===== src/rtl/muxpga_cfg_loader_if.sv =====
// Host command bus and fabric configuration-chain signals of the mux-FPGA loader.
// The host drives cmd/nibble; the loader drives the chain and status outputs.
interface muxpga_cfg_loader_if;
    logic [1:0] cmd;
    logic [3:0] nibble;
    logic       cfg_data;
    logic       cfg_shift;
    logic       cfg_valid;
    logic       busy;
    logic       err;

    modport master (
        output cmd, nibble,
        input  cfg_data, cfg_shift, cfg_valid, busy, err
    );

    modport slave (
        input  cmd, nibble,
        output cfg_data, cfg_shift, cfg_valid, busy, err
    );
endinterface


===== src/rtl/muxpga_cfg_loader.sv =====
// Nibble-wide configuration loader serialising host data into the mux-FPGA chain.
// Optional macro MUXPGA_CFG_CHECKSUM_EN adds an XOR checksum check on COMMIT.
module muxpga_cfg_loader #(
    parameter int CFG_BITS = 64
) (
    input  logic clk,
    input  logic rst_n,
    muxpga_cfg_loader_if.slave bus
);
    localparam int NIBBLES = CFG_BITS / 4;
    localparam int CW      = $clog2(NIBBLES + 1);
    localparam logic [CW-1:0] NIB_MAX = CW'(NIBBLES);

    localparam logic [1:0] CMD_IDLE   = 2'b00;
    localparam logic [1:0] CMD_LOAD   = 2'b01;
    localparam logic [1:0] CMD_COMMIT = 2'b10;
    localparam logic [1:0] CMD_CLEAR  = 2'b11;

    typedef enum logic [1:0] {ST_IDLE, ST_SHIFT, ST_DONE} state_t;

    logic [1:0]    cmd_meta_reg, cmd_s_reg, cmd_q_reg;
    logic [3:0]    nib_meta_reg, nib_s_reg;
    logic          strobe_reg;
    logic [1:0]    strobe_cmd_reg;
    state_t        state_reg;
    logic [CW-1:0] count_reg;
    logic [3:0]    shift_nib_reg;
    logic [1:0]    bit_idx_reg;
    logic          cfg_data_reg, cfg_shift_reg, cfg_valid_reg, busy_reg, err_reg;
    logic          chk_ok;
    logic          load_ok;
    logic          clear_fire;

    // Synchronisers plus a registered edge strobe: an action lands three edges after the pin is sampled.
    always_ff @(posedge clk or negedge rst_n) begin
        if (!rst_n) begin
            cmd_meta_reg   <= CMD_IDLE;
            cmd_s_reg      <= CMD_IDLE;
            cmd_q_reg      <= CMD_IDLE;
            nib_meta_reg   <= 4'h0;
            nib_s_reg      <= 4'h0;
            strobe_reg     <= 1'b0;
            strobe_cmd_reg <= CMD_IDLE;
        end else begin
            cmd_meta_reg   <= bus.cmd;
            cmd_s_reg      <= cmd_meta_reg;
            cmd_q_reg      <= cmd_s_reg;
            nib_meta_reg   <= bus.nibble;
            nib_s_reg      <= nib_meta_reg;
            strobe_reg     <= (cmd_s_reg != CMD_IDLE) && (cmd_q_reg == CMD_IDLE);
            strobe_cmd_reg <= cmd_s_reg;
        end
    end

    assign load_ok    = strobe_reg && (strobe_cmd_reg == CMD_LOAD) && (state_reg == ST_IDLE)
                        && (count_reg < NIB_MAX) && !cfg_valid_reg;
    assign clear_fire = strobe_reg && (strobe_cmd_reg == CMD_CLEAR);

`ifdef MUXPGA_CFG_CHECKSUM_EN
    logic [3:0] chk_reg;

    always_ff @(posedge clk or negedge rst_n) begin
        if (!rst_n) begin
            chk_reg <= 4'h0;
        end else if (clear_fire) begin
            chk_reg <= 4'h0;
        end else if (load_ok) begin
            chk_reg <= chk_reg ^ nib_s_reg;
        end
    end

    assign chk_ok = (nib_s_reg == chk_reg);
`else
    assign chk_ok = 1'b1;
`endif

    always_ff @(posedge clk or negedge rst_n) begin
        if (!rst_n) begin
            state_reg     <= ST_IDLE;
            count_reg     <= '0;
            shift_nib_reg <= 4'h0;
            bit_idx_reg   <= 2'd0;
            cfg_data_reg  <= 1'b0;
            cfg_shift_reg <= 1'b0;
            cfg_valid_reg <= 1'b0;
            busy_reg      <= 1'b0;
            err_reg       <= 1'b0;
        end else begin
            case (state_reg)
                ST_IDLE: begin
                    if (strobe_reg) begin
                        case (strobe_cmd_reg)
                            CMD_LOAD: begin
                                if (load_ok) begin
                                    shift_nib_reg <= nib_s_reg;
                                    count_reg     <= count_reg + 1'b1;
                                    bit_idx_reg   <= 2'd0;
                                    cfg_data_reg  <= nib_s_reg[0];
                                    cfg_shift_reg <= 1'b1;
                                    busy_reg      <= 1'b1;
                                    state_reg     <= ST_SHIFT;
                                end else begin
                                    err_reg <= 1'b1;
                                end
                            end
                            CMD_COMMIT: begin
                                if ((count_reg == NIB_MAX) && chk_ok) begin
                                    cfg_valid_reg <= 1'b1;
                                    state_reg     <= ST_DONE;
                                end else begin
                                    err_reg <= 1'b1;
                                end
                            end
                            default: ;
                        endcase
                    end
                end
                ST_SHIFT: begin
                    // bit_idx_reg names the bit currently on cfg_data.
                    if (bit_idx_reg == 2'd3) begin
                        cfg_data_reg  <= 1'b0;
                        cfg_shift_reg <= 1'b0;
                        busy_reg      <= 1'b0;
                        state_reg     <= ST_IDLE;
                    end else begin
                        bit_idx_reg  <= bit_idx_reg + 2'd1;
                        cfg_data_reg <= shift_nib_reg[bit_idx_reg + 2'd1];
                    end
                    if (strobe_reg && !clear_fire) begin
                        err_reg <= 1'b1;
                    end
                end
                ST_DONE: begin
                    if (strobe_reg && ((strobe_cmd_reg == CMD_LOAD) || (strobe_cmd_reg == CMD_COMMIT))) begin
                        err_reg <= 1'b1;
                    end
                end
                default: state_reg <= ST_IDLE;
            endcase

            // CLEAR wins from any state, aborting a shift in progress; chain contents are untouched.
            if (clear_fire) begin
                count_reg     <= '0;
                err_reg       <= 1'b0;
                cfg_valid_reg <= 1'b0;
                cfg_shift_reg <= 1'b0;
                cfg_data_reg  <= 1'b0;
                busy_reg      <= 1'b0;
                state_reg     <= ST_IDLE;
            end
        end
    end

    assign bus.cfg_data  = cfg_data_reg;
    assign bus.cfg_shift = cfg_shift_reg;
    assign bus.cfg_valid = cfg_valid_reg;
    assign bus.busy      = busy_reg;
    assign bus.err       = err_reg;
endmodule


===== src/flat_wrapper.sv =====
// flat-port wrapper written by rule: the top's interface ports become plain ports
module muxpga_cfg_loader_flat 
#(
    parameter int CFG_BITS = 64
)
  (clk, rst_n, bus_cmd, bus_nibble, bus_cfg_data, bus_cfg_shift, bus_cfg_valid, bus_busy, bus_err);
  muxpga_cfg_loader_if bus_i ();
  input  logic clk;
  input  logic rst_n;
  input wire logic [$bits(bus_i.cmd)-1:0] bus_cmd;
  input wire logic [$bits(bus_i.nibble)-1:0] bus_nibble;
  output wire logic [$bits(bus_i.cfg_data)-1:0] bus_cfg_data;
  output wire logic [$bits(bus_i.cfg_shift)-1:0] bus_cfg_shift;
  output wire logic [$bits(bus_i.cfg_valid)-1:0] bus_cfg_valid;
  output wire logic [$bits(bus_i.busy)-1:0] bus_busy;
  output wire logic [$bits(bus_i.err)-1:0] bus_err;
  assign bus_i.cmd = bus_cmd;
  assign bus_i.nibble = bus_nibble;
  assign bus_cfg_data = bus_i.cfg_data;
  assign bus_cfg_shift = bus_i.cfg_shift;
  assign bus_cfg_valid = bus_i.cfg_valid;
  assign bus_busy = bus_i.busy;
  assign bus_err = bus_i.err;
  muxpga_cfg_loader #(.CFG_BITS(CFG_BITS)) u_core (.clk(clk), .rst_n(rst_n), .bus(bus_i));
endmodule

===== config.mk =====
export PLATFORM = sky130hd
export DESIGN_NAME = muxpga_cfg_loader_flat
export DESIGN_NICKNAME = d
export VERILOG_FILES = /design/src/rtl/muxpga_cfg_loader_if.sv /design/src/rtl/muxpga_cfg_loader.sv /design/src/flat_wrapper.sv
export SDC_FILE = /design/constraint.sdc
export NUM_CORES = 1
export LEC_CHECK = 0
export BUFFER_PORTS_ARGS = -buffer_cell sky130_fd_sc_hd__buf_2
export CORE_MARGIN = 2
export CORE_UTILIZATION = 55
export CTS_BUF_LIST = sky130_fd_sc_hd__clkbuf_16
export DETAILED_ROUTE_END_ITERATION = 8
export PLACE_DENSITY_LB_ADDON = 0.3
export SYNTH_ARGS = -nofsm -noshare
export SYNTH_HDL_FRONTEND = slang
export SYNTH_SLANG_ARGS = --single-unit

===== constraint.sdc =====
create_clock -name clk -period 1.9 [get_ports clk]
set_clock_uncertainty 0.05 [all_clocks]
set_input_delay 0.38 -clock clk [delete_from_list [all_inputs] [get_ports clk]]
set_output_delay 0.38 -clock clk [all_outputs]
set_load 0.01 [all_outputs]

# After elaboration in Yosys (flattened, before gate mapping)
# Index checks and enable logic that the tools add are counted.
# totals
regBits	32
latchBits	0
ramBits	0
rom_bits	0
in_bits	8
output_inout_bits	5
word_cells	116
mem_count	0
# op_classes
n_addsub	2
n_mul	0
div_mod_pow	0
magnitude_cmp	2
n_eq_ne	23
shifts	0
n_mux	44
n_bitwise	0
n_reduce_logical	31
# ops
operator	n
5-bit 2-to-1 mux	5
1-bit 2-to-1 mux	22
2-bit 2-to-1 mux	9
4-bit AND reduction	4
2-bit nonzero test	8
3-bit by 1-bit != test with 1-bit output, second input constant	5
4-bit by 3-bit != test with 1-bit output, second input constant	3
5-bit AND reduction	2
2-bit equality test, second input constant	4
1-bit logical AND	8
2-bit case mux with 2 select lines	2
7-bit AND reduction	1
2-bit by 1-bit != test with 1-bit output, second input constant	3
1-bit case mux with 2 select lines	3
2-bit case mux with 3 select lines	1
6-bit AND reduction	1
5-bit by 1-bit adder with 5-bit output, second input constant	1
5-bit equality test, second input constant	1
5-bit less-than comparator, second input constant	1
2-bit by 1-bit equality test with 1-bit output, second input constant	2
2-bit zero test	2
2-bit != test, second input constant	2
4-bit by 2-bit != test with 1-bit output, second input constant	1
4-bit != test, second input constant	1
other kinds (9)	10

# Logic depth before layout (Yosys ltp)
# Gate-level depths: netlist of the first run.
# logic_depth
ltp_word	10
mapped_depth	7

# Worst setup path after synthesis of the first run
# No wires, ideal clock.
# synth_timing
path_type	flip-flop to flip-flop
startpoint	register u_core.cmd_q_reg[0] (netlist name)
endpoint	register u_core.state_reg[1]
setup_ns	0.125
arrival_time_ns	1.464
required_ns	1.725
setup_slack_ns	0.261
stages_incl_launch_ff	7
n_path_buf	1
path_cell_list	dfrtp_1 > ha_1 > and2_2 > buf_6 > a21o_2 > nand4_2 > mux2_4
# synth_lines
element	line	text
end signal: assignment	muxpga_cfg_loader.sv:79	state_reg <= ST_IDLE;
end signal: assignment	muxpga_cfg_loader.sv:101	state_reg <= ST_SHIFT;
end signal: assignment	muxpga_cfg_loader.sv:109	state_reg <= ST_DONE;
end: declaration	muxpga_cfg_loader.sv:25	state_t state_reg;

# Final worst setup path of the first run
# layout_timing
startpoint	register u_core.state_reg[0]
endpoint	register u_core.shift_nib_reg[0]
# layout_between
elab_chain_cells	5
# layout_lines
element	line	text
2-bit zero test (*)	muxpga_cfg_loader.sv:55, muxpga_cfg_loader.sv:89	
1-bit logical AND	muxpga_cfg_loader.sv:55	assign load_ok = strobe_reg && (strobe_cmd_reg == CMD_LOAD) && (state_reg == ST_IDLE)
1-bit logical AND (2 in series)	muxpga_cfg_loader.sv:56	&& (count_reg < NIB_MAX) && !cfg_valid_reg;
4-bit AND reduction (no line) (*)	-	
end signal: assignment	muxpga_cfg_loader.sv:95	shift_nib_reg <= nib_s_reg;
end: declaration	muxpga_cfg_loader.sv:27	logic [3:0] shift_nib_reg;
# Mark *: on every way between the ends. The rest lies on a longest branch, timed or not.
# A chain may end at the register's enable or synchronous reset.

==> results of run 1 <==
==> kinds of logic after synthesis <==
kind of cell             after synthesis
AND/OR/NAND/NOR                       43
flip-flops                            32
AO/OA/AOI/OAI                         20
buffers and inverters                 14
adder cells (fa/ha/maj)               10
multiplexers                           4
XOR/XNOR                               3
==> per-stage QoR <==
stage | std cells | utilization [%] | hold WS [ns]
2_1_floorplan | 126 | - | 0.0344
3_5_place_dp | 165 | 61.9 | 0.287
6_report | 173 | 67.6 | 0.0992
4_1_cts | 173 | 67.6 | 0.127
5_1_grt | 173 | 67.6 | 0.153
3_3_place_gp | 165 | 61.9 | 0.282
==> worst paths after layout <==
path / startpoint / to / slack [ns] / cells after the start
max: u_core.state_reg[0] / u_core.shift_nib_reg[0] / 0.13 / 5
min: rst_n / u_core.state_reg[1] / 0.1 / 1
max reg2reg: u_core.state_reg[0] / u_core.shift_nib_reg[0] / 0.13 / 5
min reg2reg: u_core.cmd_meta_reg[0] / u_core.cmd_s_reg[0] / 0.30 / 0
max in group asynchronous: rst_n / u_core.count_reg[3] / 1.26 / 1
min in group clk: bus_nibble[3] / u_core.nib_meta_reg[3] / 0.17 / 1
==> cell usage in the layout, fill, tap and decap left out, types with 2 or more instances in the layout <==
master     instances
a21oi_1            3
buf_2             12
nand2b_1           2
and2_2             3
xor2_1             2
nor2_1             7
buf_4              2
ha_1              10
nand3b_1           2
dfrtp_1           32
nand2_1           17
o311ai_0           2
o21ai_0            4
clkbuf_16          5
clkinv_2           2
inv_1              9
nand3_1            3
==> routing by layer <==
metal | vias to the layer above | GRT usage, % | wire [microns]
met1 | 470 | 23.3 | 1100
met5 | - | 0 | 0
met3 | 0 | 6.74 | 130
met2 | 28 | 30.1 | 1270
met4 | 0 | 5.10 | 0
li1 | 462 | - | -
==> critical path: cells and delay by family, from the launching register on <==
family                   cells  cell delay, ns
multiplexers                 1            0.35
buffers and inverters        1            0.10
AND/OR/NAND/NOR              2            0.48
flip-flops                   1            0.38
adder cells (fa/ha/maj)      1            0.29
==> power by group <==
part	leakage, nW	internal [mW]	total (mW)	switching [mW]
clock	0.0736	0.481	0.755	0.274
combinational	0.344	0.358	0.743	0.384
sequential	0.392	0.820	0.919	0.0994
total	0.809	1.66	2.42	0.758
==> final cells by class <==
cell class,instances,area (sq um)
fillers,203,818
flip-flops and latches,32,801
multi-input cells,80,613
clock buffers,5,125
repair buffers,14,75.1
well taps,30,37.5
inverters,9,33.8
clock inverters,3,18.8
==> impl_results.md, run 1 <==
* Die Ht at around 56 microns
* Bufs on Longest Clock Path at 2
* Post-synthesis sequential area ratio at a little over half
* Die area at 3150 sq um
* CTS tree: yes
* Dominant cell type by area after synthesis: dfrtp_1
* Ys Warns at 0
* DRT Wirelength at 2500 microns
* CTS Sinks at 32
* CP endpoint kind: flip-flop
* TritonRoute pass-1 iters at 4
* Initial antenna violation count at 0
* Most common cell on crit path: and2_2
* I/O Pins at 13
* Ys async rst share at 100%
* Vias in the first global route at 1012
* RSZ-0062 raised after global routing: no
* Antenna fix cells at 0
* Via Count at 960
* Max stage delay on crit path at 0.38 ns
* Post-synth EDFFs at 0
* Initial Util at 59.3%
* Core ar. at 2520 sq um
* Adder-cell share of the synthesized area at ~8.4%
* Synth-to-Final Area Change at 14.0%
* Cell Chain, Critical Path: inv_1 > ha_1 > and2_2 > and2_2 > mux2_2
* Crit-path max FO at 8
* Worst-Margin Slew at a little under 0.7 ns
* Total Routing Usage GR at roughly 19%
* HPWL Detailed at between 1500 and 2000 microns
* Simple-Gate Fraction of Synth Area at approximately 16%
* Crit-path slowest cell: dfrtp_1
* Worst slew margin at between 50% and 60%
* Final Wtd Congestion at 0.839
* Fin crit share at 93.0%
* Top cells by area, synth: dfrtp_1, ha_1, nand2_1
* First-pass GRT wire length at between 4000 and 5000 microns
* Worst setup margin at about 0.13 ns
* Required @ worst endpoint at 2.01 ns
* Startpoint type of the worst setup path: flip-flop
* Leak pwr at 0.809 nW
* Pwr dens at 1420 nW/um^2
* Sum Neg Setup Slack at 0 ns
* Cells after Synth at 126
* Post-place setup slack at 0.152 ns
* Fmax at 0.566 GHz
* Syn_area_per_cell at ~12 sq um
* # rows at 18
* Count leader, synth: dfrtp_1
* CTS Root Buffer Type: clkbuf_16
* Hold Buf Count CTS at 0
* Post-Syn Area at roughly 1500 sq um
* Primary FF master, synth: dfrtp_1
* Detailed Route Iter0 Violations at 22
* Multiplexer share of the synthesized area at 4.18%
* Wirelength per Cell at 14.4 microns
* CTS Buf Count at 5
* H-tree depth at 2
* Largest family of logic cells by synthesized area: simple AND/OR/NAND/NOR gates
* GRT overflow at 0
* Post-CTS Setup Inserts at 0
* Compound-Gate Fraction of Synth Area at 10.2%
* Post-CTS Resized at 0
* Final Hold Fails at 0
* Nets at 160
* Flop and latch count out of synthesis at 32
* Status: finished clean
* Final Power at 2.42 mW
* Max reg flops at 5
* Setup Crit Path Kind: flip-flop to flip-flop
* Antenna Nets Post-Route at 0
* Layout cell share with drive strength beyond 1 at 23.8%
* Final Instance Area at roughly 1700 sq um
* Yosys cell types at 41
* Skew-Pair Late Insertion Delay at 0.27 ns
* # port buffers at 12
* Syn Nets at between 100 and 150
* Pin count of the biggest net entering global routing at 33
* Area after DPL at 1560 sq um
* Worst min path class: input pin to async pin
* Pins Over Slew Limit at 0
* Crit path arrival time at 1.87 ns
* Die Wd at roughly 56 microns
* Clk pin slew, worst setup/hold paths at 0.05 ns
* Min cycle time layout at 1.77 ns
* Area share of the largest cell type after synthesis at between 50% and 60%
* Synth cell count leaders: dfrtp_1, nand2_1, ha_1, inv_1, nor2_1
* Post-Synth XOR/XNOR Area at 1.76%
* Remaining DRCs at 0
* Max capacitance violation total at 0
* Final setup violation count at 0
* Max VDD drop at roughly 0.0012 V
* DR vias/cell at about 5.5
Power figures use the tool's default switching activity.
==> run 2: changes to the inputs <==
ABC_AREA = 1   (was default)
==> impl_results.md, run 2 <==
* Status: finished clean
* Max stage delay on crit path at 0.40 ns (+0.02 ns)
* Vias in the first global route at 1039 (+2.7%)
* Cells after Synth at 162 (+29%)
* Pins Over Slew Limit at 0 (unchanged)
* CTS Root Buffer Type: clkbuf_16
* I/O Pins at 13 (unchanged)
* Post-synth EDFFs at 0 (unchanged)
* CTS tree: yes
* Flop and latch count out of synthesis at 32 (unchanged)
* Final setup violation count at 0 (unchanged)
* Crit-path max FO at 14 (+6)
* Final Hold Fails at 0 (unchanged)
* Worst min path class: input pin to async pin
* Antenna Nets Post-Route at 0 (unchanged)
* Post-Syn Area at 1470 sq um (-1.8%)
* Hold Buf Count CTS at 0 (unchanged)
* Clock share of power at 37.4% (+6.2 points)
* Nets at 196 (+23%)
* TritonRoute pass-1 iters at 4 (unchanged)
* Primary FF master, synth: dfrtp_1
* Most frequent cells in the layout: nand2_1, dfrtp_1, inv_1
* Clk pin slew, worst setup/hold paths at 0.05 ns (about the same)
* Detailed Route Iter0 Violations at 22 (unchanged)
* Startpoint type of the worst setup path: flip-flop
* Leak pwr at 0.907 nW (+12%)
* Die Ht at 55.7 microns (-0.82%)
* Max reg flops at 5 (unchanged)
* HPWL Detailed at 1670 microns (-7.6%)
* RSZ-0062 raised after global routing: no
* Area after DPL at 1540 sq um (-1.5%)
* Min cycle time layout at 1.75 ns (-0.0190 ns)
* Core ar. at 2500 sq um (-0.89%)
* Pin count of the biggest net entering global routing at 33 (unchanged)
* Die Wd at 55.7 microns (-0.82%)
* Most common cell after layout, fill and taps aside: nand2_1
* Top cells by area, synth: dfrtp_1, nand2_1, ha_1
* Die area at 3100 sq um (-1.6%)
* Layout cell share with drive strength beyond 1 at 13.4% (-10 points)
* Fin crit share at 92.0% (-1.0 points)
* DRT Wirelength at 2340 microns (-6.3%)
* Ys Warns at 0 (unchanged)
* Post-CTS Resized at 0 (unchanged)
* Required @ worst endpoint at 2.03 ns (+0.02 ns)
* # port buffers at 12 (unchanged)
* Total Routing Usage GR at 18.1% (-0.43 points)
* Worst-Margin Slew at 0.668 ns (-0.0112 ns)
* GRT overflow at 0 (unchanged)
* Area share of the largest cell type after synthesis at 54.5% (+0.96 points)
* Bufs on Longest Clock Path at 2 (unchanged)
* Post-CTS Setup Inserts at 0 (unchanged)
* Dominant cell type by area after synthesis: dfrtp_1
* H-tree depth at 2 (unchanged)
* Max capacitance violation total at 0 (unchanged)
* First-pass GRT wire length at 4300 microns (-3.9%)
* Fin util at 68.1% (+0.51 points)
* Sum Neg Setup Slack at 0 ns (unchanged)
* Syn_area_per_cell at 9.07 sq um (-24%)
* Initial Util at 58.8% (-0.52 points)
* Net Switching at 0.681 mW (-10%)
* Ys async rst share at 100% (unchanged)
* DR vias/cell at 5.08 (-8.4%)
* Final Wtd Congestion at 0.808 (-3.7%)
* CP endpoint kind: flip-flop
* Worst slew margin at 55.5% (+0.75 points)
* Seq pwr share at 38.4% (+0.4 points)
* Count leader, synth: nand2_1
* Via Count at 1062 (+11%)
* CTS Sinks at 32 (unchanged)
* # rows at 18 (unchanged)
* Setup Crit Path Kind: flip-flop to flip-flop
* Syn Nets at 180 (+25%)
* Remaining DRCs at 0 (unchanged)
* Crit path arrival time at 1.88 ns (about the same)
* Yosys cell types at 20 (-51%)
* Post-synthesis sequential area ratio at 54.5% (+0.96 points)
* Cell Chain, Critical Path: inv_1 > ha_2 > nand2_1 > nor2_2 > nand2_2 > inv_2 > nand4_1 > a21oi_1
* Synth cell count leaders: nand2_1, dfrtp_1, inv_1, nand3_1, nor2_1
* Antenna fix cells at 0 (unchanged)
* Final Power at 2.31 mW (-4.2%)
* Max VDD drop at 0.000897 V (-23%)
* Internal Pwr Total at 1.63 mW (-1.5%)
* Wirelength per Cell at 11.2 microns (-22%)
* Fmax at 0.572 GHz (+1.1%)
* Synth-to-Final Area Change at 15.8%
* Pwr dens at 1360 nW/um^2 (-4.1%)
* Initial antenna violation count at 0 (unchanged)
* CTS Buf Count at 5 (unchanged)
* Final Instance Area at 1700 sq um (-0.15%)
* Skew-Pair Late Insertion Delay at 0.27 ns (about the same)
* Switching share of power at 29.4% (-1.9 points)
* Comb power frac at 24.1% (-6.6 points)
* Crit-path slowest cell: dfrtp_1
* Fin Hold WS at 0.0896 ns (-0.00955 ns)
run 2: worst max-delay path, delay by kind of cell (launching register included):
family / cells / cell delay, ns
AO/OA/AOI/OAI: 1 / 0.17
adder cells (fa/ha/maj): 1 / 0.25
AND/OR/NAND/NOR: 4 / 0.51
flip-flops: 1 / 0.40
buffers and inverters: 2 / 0.26
run 2: metrics by stage:
stage	cells	setup slack (ns)
after floorplan	162	0.408
after global placement	201	0.261
after detailed placement	201	0.166
after CTS	209	0.0679
after global routing	209	0.00965
final	209	0.151
run 2: cells by family after synthesis:
group	synth area share, %
buffers and inverters	7.41
XOR/XNOR	0.596
flip-flops	54.5
AND/OR/NAND/NOR	23.9
AO/OA/AOI/OAI	5.11
adder cells (fa/ha/maj)	8.52
run 2: final cells by class:
type / instances / area, sq um
well taps: 30 / 37.5
clock inverters: 3 / 37.5
flip-flops and latches: 32 / 801
multi-input cells: 106 / 562
fillers: 188 / 798
clock buffers: 5 / 125
repair buffers: 12 / 60.1
inverters: 21 / 78.8
run 2: final timing paths:
check                      slack [ns]                   start  depth (start not counted)                      to
setup reg to reg                 0.15     u_core.state_reg[0]                          8     u_core.count_reg[4]
hold reg to reg                  0.29  u_core.cmd_meta_reg[0]                          0     u_core.cmd_s_reg[0]
min in group clk                 0.17           bus_nibble[3]                          1  u_core.nib_meta_reg[3]
setup / recovery                 0.15     u_core.state_reg[0]                          8     u_core.count_reg[4]
hold / removal                   0.09                   rst_n                          1    u_core.bus.cfg_shift
max in group asynchronous        1.27                   rst_n                          1  u_core.cmd_meta_reg[0]
run 2: metal layers:
metal	global-route usage, %	part of all wire [%]	up-vias
met5	0	0	-
met4	7.32	1.7	0
met3	6.28	5.1	5
li1	-	-	539
met2	31.0	48	27
met1	20.6	45	491
run 2: power by group through the flow:
| stage | Sequential, mW | Clock (mW) | Combinational, mW |
|---|---|---|---|
| finish | 0.890 | 0.866 | 0.559 |
| global route | 0.907 | 0.927 | 0.654 |
| global placement | 0.895 | 0 | 0.538 |
| CTS | 0.891 | 0.887 | 0.562 |
| detailed placement | 0.898 | 0 | 0.554 |
| floorplan | 0.895 | 0 | 0.421 |
